$ cat src/rtl/mem_arbiter.sv
`default_nettype none
// ----------------------------------------------------------------------------
// mem_arbiter : round-robin icache/dcache arbiter for one burst memory port
// rev 1.0
// ----------------------------------------------------------------------------
module mem_arbiter #(
    parameter int BEATS = 4
) (
    input  logic                       clk,
    input  logic                       rst_n,
    input  logic                       ic_req_i,
    input  logic [31:0]                ic_addr_i,
    input  logic                       dc_req_i,
    input  logic                       dc_we_i,
    input  logic [31:0]                dc_addr_i,
    input  logic [31:0]                dc_wdata_i,
    output logic                       dc_wnext_o,
    output logic                       ic_rvalid_o,
    output logic                       dc_rvalid_o,
    output logic [31:0]                rdata_o,
    output logic [$clog2(BEATS)-1:0]   rbeat_o,
    output logic                       ic_done_o,
    output logic                       dc_done_o,
    output logic                       mem_req_valid_o,
    input  logic                       mem_req_ready_i,
    output logic                       mem_req_rnw_o,
    output logic [31:0]                mem_req_addr_o,
    output logic [31:0]                mem_wdata_o,
    output logic                       mem_wdata_valid_o,
    input  logic                       mem_wdata_ready_i,
    input  logic [31:0]                mem_rdata_i,
    input  logic                       mem_rdata_valid_i,
    output logic                       stall_o
);

    localparam int              BW        = $clog2(BEATS);
    localparam logic [BW-1:0]   LAST_BEAT = BW'(BEATS - 1);
    localparam logic [31:0]     ADDR_MASK = ~32'(BEATS * 4 - 1);

    typedef enum logic [2:0] {
        S_IDLE  = 3'd0,
        S_CMD   = 3'd1,
        S_WDATA = 3'd2,
        S_RDATA = 3'd3,
        S_DONE  = 3'd4
    } state_t;

    state_t        state_q, state_d;
    logic          owner_q, owner_d;     // 1 = dcache owns the port
    logic          last_q,  last_d;      // 1 = dcache was granted last
    logic          rnw_q,   rnw_d;
    logic [31:0]   addr_q,  addr_d;
    logic [BW-1:0] beat_q,  beat_d;
    logic          pick_dc;

    always_ff @(posedge clk or negedge rst_n) begin
        if (!rst_n) begin
            state_q <= S_IDLE;
            owner_q <= 1'b0;
            last_q  <= 1'b0;
            rnw_q   <= 1'b0;
            addr_q  <= '0;
            beat_q  <= '0;
        end else begin
            state_q <= state_d;
            owner_q <= owner_d;
            last_q  <= last_d;
            rnw_q   <= rnw_d;
            addr_q  <= addr_d;
            beat_q  <= beat_d;
        end
    end

    // On a tie the dcache wins unless it was the previous owner.
    assign pick_dc = dc_req_i & (~ic_req_i | ~last_q);

    always_comb begin
        state_d           = state_q;
        owner_d           = owner_q;
        last_d            = last_q;
        rnw_d             = rnw_q;
        addr_d            = addr_q;
        beat_d            = beat_q;
        mem_req_valid_o   = 1'b0;
        mem_wdata_valid_o = 1'b0;
        mem_wdata_o       = '0;
        dc_wnext_o        = 1'b0;
        ic_rvalid_o       = 1'b0;
        dc_rvalid_o       = 1'b0;
        rdata_o           = '0;
        rbeat_o           = '0;
        ic_done_o         = 1'b0;
        dc_done_o         = 1'b0;

        case (state_q)
            S_IDLE: begin
                if (ic_req_i | dc_req_i) begin
                    owner_d = pick_dc;
                    rnw_d   = ~(pick_dc & dc_we_i);
                    addr_d  = (pick_dc ? dc_addr_i : ic_addr_i) & ADDR_MASK;
                    beat_d  = '0;
                    state_d = S_CMD;
                end
            end
            S_CMD: begin
                mem_req_valid_o = 1'b1;
                if (mem_req_ready_i) begin
                    state_d = rnw_q ? S_RDATA : S_WDATA;
                end
            end
            S_WDATA: begin
                mem_wdata_valid_o = 1'b1;
                mem_wdata_o       = dc_wdata_i;
                if (mem_wdata_ready_i) begin
                    dc_wnext_o = 1'b1;
                    beat_d     = beat_q + 1'b1;
                    if (beat_q == LAST_BEAT) begin
                        state_d = S_DONE;
                    end
                end
            end
            S_RDATA: begin
                if (mem_rdata_valid_i) begin
                    rdata_o     = mem_rdata_i;
                    rbeat_o     = beat_q;
                    ic_rvalid_o = ~owner_q;
                    dc_rvalid_o = owner_q;
                    beat_d      = beat_q + 1'b1;
                    if (beat_q == LAST_BEAT) begin
                        state_d = S_DONE;
                    end
                end
            end
            S_DONE: begin
                ic_done_o = ~owner_q;
                dc_done_o = owner_q;
                last_d    = owner_q;
                state_d   = S_IDLE;
            end
            default: begin
                state_d = S_IDLE;
            end
        endcase
    end

    assign mem_req_rnw_o  = rnw_q;
    assign mem_req_addr_o = addr_q;
    assign stall_o        = (ic_req_i & ~ic_done_o) | (dc_req_i & ~dc_done_o);

endmodule
`default_nettype wire

$ cat config.mk
export PLATFORM = sky130hd
export DESIGN_NAME = mem_arbiter
export DESIGN_NICKNAME = d
export VERILOG_FILES = /design/src/rtl/mem_arbiter.sv
export SDC_FILE = /design/constraint.sdc
export NUM_CORES = 1
export LEC_CHECK = 0
export BUFFER_PORTS_ARGS = -buffer_cell sky130_fd_sc_hd__buf_2
export CAP_MARGIN = 20
export CORE_AREA = 2 2 93 95
export DETAILED_ROUTE_END_ITERATION = 16
export DIE_AREA = 0 0 95 97
export GPL_ROUTABILITY_DRIVEN = 0
export PLACE_DENSITY_LB_ADDON = 0.25
export RECOVER_POWER = 50
export SETUP_SLACK_MARGIN = 0.3
export SLEW_MARGIN = 5
export SYNTH_ARGS = -nofsm -noshare
export SYNTH_HDL_FRONTEND = slang
export SYNTH_SLANG_ARGS = --single-unit
$ cat constraint.sdc
create_clock -name clk -period 2.3 [get_ports clk]
set_clock_uncertainty 0.1 [all_clocks]
set_input_delay 0.115 -clock clk [delete_from_list [all_inputs] [get_ports clk]]
set_output_delay 0.115 -clock clk [all_outputs]
set_load 0.005 [all_outputs]
==> results.txt <==
----------------------------------------------------
[Status]
  Status ... finished, final reports clean

[CTS]
  Cts bufs inserted ... 5
  TritonCTS clock tree ... built
  Latest clock arrival within the worst-skew pair ... 0.28 ns
  Clock root cell ... sky130_fd_sc_hd__clkbuf_8
  Clock buffer depth ... 2
  Htree depth ... 2
  Sinks on the clock net ... 36
  CTS clock-pin slew for the worst setup and hold paths ... 0.07 ns

[Setup path]
  Slowest-stage cell, CP ... sky130_fd_sc_hd__clkbuf_2
  R2R cell count ... 4
  Kind of critical path ... reg -> reg
  Cells traversed along the worst timing path ... a21boi_4 > clkbuf_2 > mux2_2 > mux2_1
  Data arrival time of the critical path ... 2.13 ns
  Crit start category ... flip-flop
  Worst-path fanout max ... 28
  Worst Setup End Kind ... flip-flop
  WP data required ... 2.36 ns
  Delay of the slowest cell on the worst path ... 0.59 ns

[STA]
  Relative max-transition margin ... 38.55%
  Final setup violation count ... 0
  Max Fclk ... 0.4827 GHz
  RSZ-0062 raised after global routing ... false
  Final count of pins violating max slew ... 0
  Final worst path period need ... 2.072 ns
  Actual transition at the worst max-transition pin ... 0.9217 ns
  Share of the cycle needed by the critical path after routing ... 90.07%
  Setup total negative slack ... 0 ns
  Count of endpoints failing hold in the final timing report ... 0

[Floorplan]
  Starting Density ... 30.50%
  Placeable core region ... 8134 um2
  Die ar. ... 9215 um2
  Die width ... 95 um
  Number of top-level design ports ... 243
  Number of rows created at floorplan ... 33
  DIE HEIGHT ... 97 um

[GRT]
  Pin count of the biggest net entering global routing ... 37
  Vias in the first global route ... 2316
  First-pass GRT wire length ... 11.34 mm
  Leftover overflow at the end of global routing ... 0
  GRT Util Overall ... 15.52%
  Number of antenna violations at the first check in global routing ... 0

[Route]
  Count of routing violations after the opening detailed-route iteration ... 59
  Routed wire length per instance ... 13.38 um
  Detailed-route via count ... 2445
  Number of vias per cell ... 4.343
  Total DRC errors in the routed layout ... 0
  TritonRoute pass-1 iters ... 4
  Routed wire length ... 7.534 mm
  Count of antenna-violating nets left after detailed routing ... 0

[Synth]
  Top cell type by total area after synthesis ... sky130_fd_sc_hd__dfrtp_1
  Distinct cell type count of the synthesized netlist ... 32
  Mapped Area ... 2481 um2
  Average size of a mapped cell ... 11.13 um2
  Share of async-settable or async-resettable flops after synthesis ... 100.0%
  Cell count after synthesis ... 223
  Post-synth EDFFs ... 0
  Top cells by area in the synthesized netlist ... sky130_fd_sc_hd__dfrtp_1, sky130_fd_sc_hd__mux2_4, sky130_fd_sc_hd__and2_1
  Area share of the largest cell type after synthesis ... 36.31%
  Number of warnings reported in the yosys synthesis log ... 0
  FF+latch count, synth ... 36
  Prevailing post-synth register cell ... sky130_fd_sc_hd__dfrtp_1
  Part of the Yosys area used for sequential elements ... 36.31%

[Hold path]
  Worst Hold Path Cells ... 4
  Hold/Removal Path Class ... in -> reg

[Place]
  Count of port buffers added during placement ... 230
  Total half-perimeter wirelength after legalization and detailed placement ... 6.051 mm

[Finish]
  Filler cell count ... 805
  Share of layout cells above drive strength 1 ... 62.66%
  Relative area change from synthesis to final layout ... 54.01%
  Nets@finish ... 594
  Final antenna diode count ... 0

[Power]
  VDD IR max ... 0.0003404 V
  Cell area power density ... 991.3 nW/um2
  Total power draw ... 0.003788 W
  Leakage Power ... 2.100 nW

[Flow run]
  Reported max-cap violation count ... 0

----------------------------------------------------
## per-stage QoR
step	hold WS, ns	worst slack (ns)	utilization (%)	cells	area [um2]
floorplan	-0.2806	0.5881	-	226	2492
global placement	0.1532	0.4688	45.52	549	3702
detailed placement	0.1674	0.4500	45.52	549	3702
CTS	0.05102	0.3061	46.92	559	3816
global route	0.07094	0.1514	46.98	563	3821
finish	0.06031	0.2285	46.98	563	3821
## synthesized netlist by cell type, types with 2 or more instances
| master | instances |
|---|---|
| sky130_fd_sc_hd__and2_1 | 67 |
| sky130_fd_sc_hd__buf_6 | 3 |
| sky130_fd_sc_hd__nand2_1 | 4 |
| sky130_fd_sc_hd__dfrtp_1 | 36 |
| sky130_fd_sc_hd__nand3_1 | 2 |
| sky130_fd_sc_hd__buf_8 | 3 |
| sky130_fd_sc_hd__mux2_2 | 28 |
| sky130_fd_sc_hd__o21ai_0 | 2 |
| sky130_fd_sc_hd__clkbuf_1 | 6 |
| sky130_fd_sc_hd__buf_4 | 4 |
| sky130_fd_sc_hd__o221ai_1 | 2 |
| sky130_fd_sc_hd__nor3_1 | 5 |
| sky130_fd_sc_hd__inv_1 | 5 |
| sky130_fd_sc_hd__a21oi_1 | 4 |
| sky130_fd_sc_hd__mux2_4 | 28 |
| sky130_fd_sc_hd__nand2b_1 | 2 |
| sky130_fd_sc_hd__buf_2 | 2 |
| sky130_fd_sc_hd__nor2_1 | 6 |
## cells in the final DEF, fill, tap and decap left out, types with 3 or more instances in the layout
master | synthesis | routed
sky130_fd_sc_hd__mux2_4 | 28 | 27
sky130_fd_sc_hd__nand2_1 | 4 | 4
sky130_fd_sc_hd__nor3_1 | 5 | 4
sky130_fd_sc_hd__nor2_1 | 6 | 5
sky130_fd_sc_hd__inv_1 | 5 | 5
sky130_fd_sc_hd__clkbuf_8 | 0 | 6
sky130_fd_sc_hd__dfrtp_1 | 36 | 36
sky130_fd_sc_hd__and2_1 | 67 | 67
sky130_fd_sc_hd__buf_2 | 2 | 208
sky130_fd_sc_hd__a21oi_1 | 4 | 3
sky130_fd_sc_hd__clkbuf_1 | 6 | 25
sky130_fd_sc_hd__clkbuf_2 | 0 | 3
sky130_fd_sc_hd__conb_1 | 1 | 4
sky130_fd_sc_hd__mux2_2 | 28 | 28
## final cells by class
class / instances / area (um2) / area share [%]
multi-input combinational: 167 / 1453 / 38.02
timing repair buffer: 242 / 1224 / 32.02
sequential: 36 / 900.9 / 23.58
tap: 105 / 131.4 / 3.438
clock buffer: 7 / 86.33 / 2.259
inverter: 5 / 18.77 / 0.4912
clock inverter: 1 / 7.507 / 0.1965
## flip-flops by register name (all words and copies together), names as in the netlist
| register | flops |
|---|---|
| mem_req_addr_o | 28 |
| state_q | 3 |
| beat_q | 2 |
| last_q | 1 |
| mem_req_rnw_o | 1 |
| owner_q | 1 |
## power by group
group / switching [W] / total (W) / internal, W
logic: 0.000915 / 0.00217 / 0.00126
clock network: 0.000223 / 0.000467 / 0.000243
registers: 0.000197 / 0.00115 / 0.000951
## path summary, 6_finish.rpt
check                                          startpoint                              to  slack, ns
setup reg to reg                       last_q$_DFFE_PN0N_  mem_req_addr_o[14]$_DFFE_PN0P_       0.23
min in group asynchronous                           rst_n  mem_req_addr_o[23]$_DFFE_PN0P_       0.41
max in group asynchronous                           rst_n  mem_req_addr_o[12]$_DFFE_PN0P_       1.12
setup / recovery                       last_q$_DFFE_PN0N_  mem_req_addr_o[14]$_DFFE_PN0P_       0.23
hold / removal                          mem_rdata_valid_i          state_q[0]$_DFFE_PN0P_       0.06
hold reg to reg            mem_req_addr_o[14]$_DFFE_PN0P_  mem_req_addr_o[14]$_DFFE_PN0P_       0.38
## per-layer routing
| layer | track usage (%) | part of all wire (%) | vias to the layer above |
|---|---|---|---|
| met5 | 0 | 0 | - |
| met4 | 3.233 | 0.56 | 0 |
| met3 | 3.894 | 9.3 | 4 |
| met2 | 26.95 | 49 | 131 |
| met1 | 19.24 | 41 | 1106 |
| li1 | - | - | 1204 |
## logic make-up (layout without fill, tap and decap cells)
group	count (synthesis)	count (layout)	synth area share [%]
AND/OR/NAND/NOR	93	93	23.25
multiplexers	57	57	30.06
flip-flops	36	36	36.31
buffers and inverters	23	255	6.455
AO/OA/AOI/OAI	12	12	3.278
adder cells (fa/ha/maj)	1	1	0.5042
other	1	4	0.1511
## worst max-delay path, delay by kind of cell (launching register included)
family,cells,cell delay (ns)
compound gates,1,0.14
buf+inv,1,0.59
flops,1,0.42
mux,2,0.69
## timing repair
item / 4_1_cts / 5_1_grt
gates resized for setup: 0 / 11
hold buffers: 2 / 0
setup endpoints to repair: 0 / 68
buffers inserted: 0 / 3
endpoints found under the hold margin: 37 / 0
Note: power is estimated with default switching activity, not from simulation.
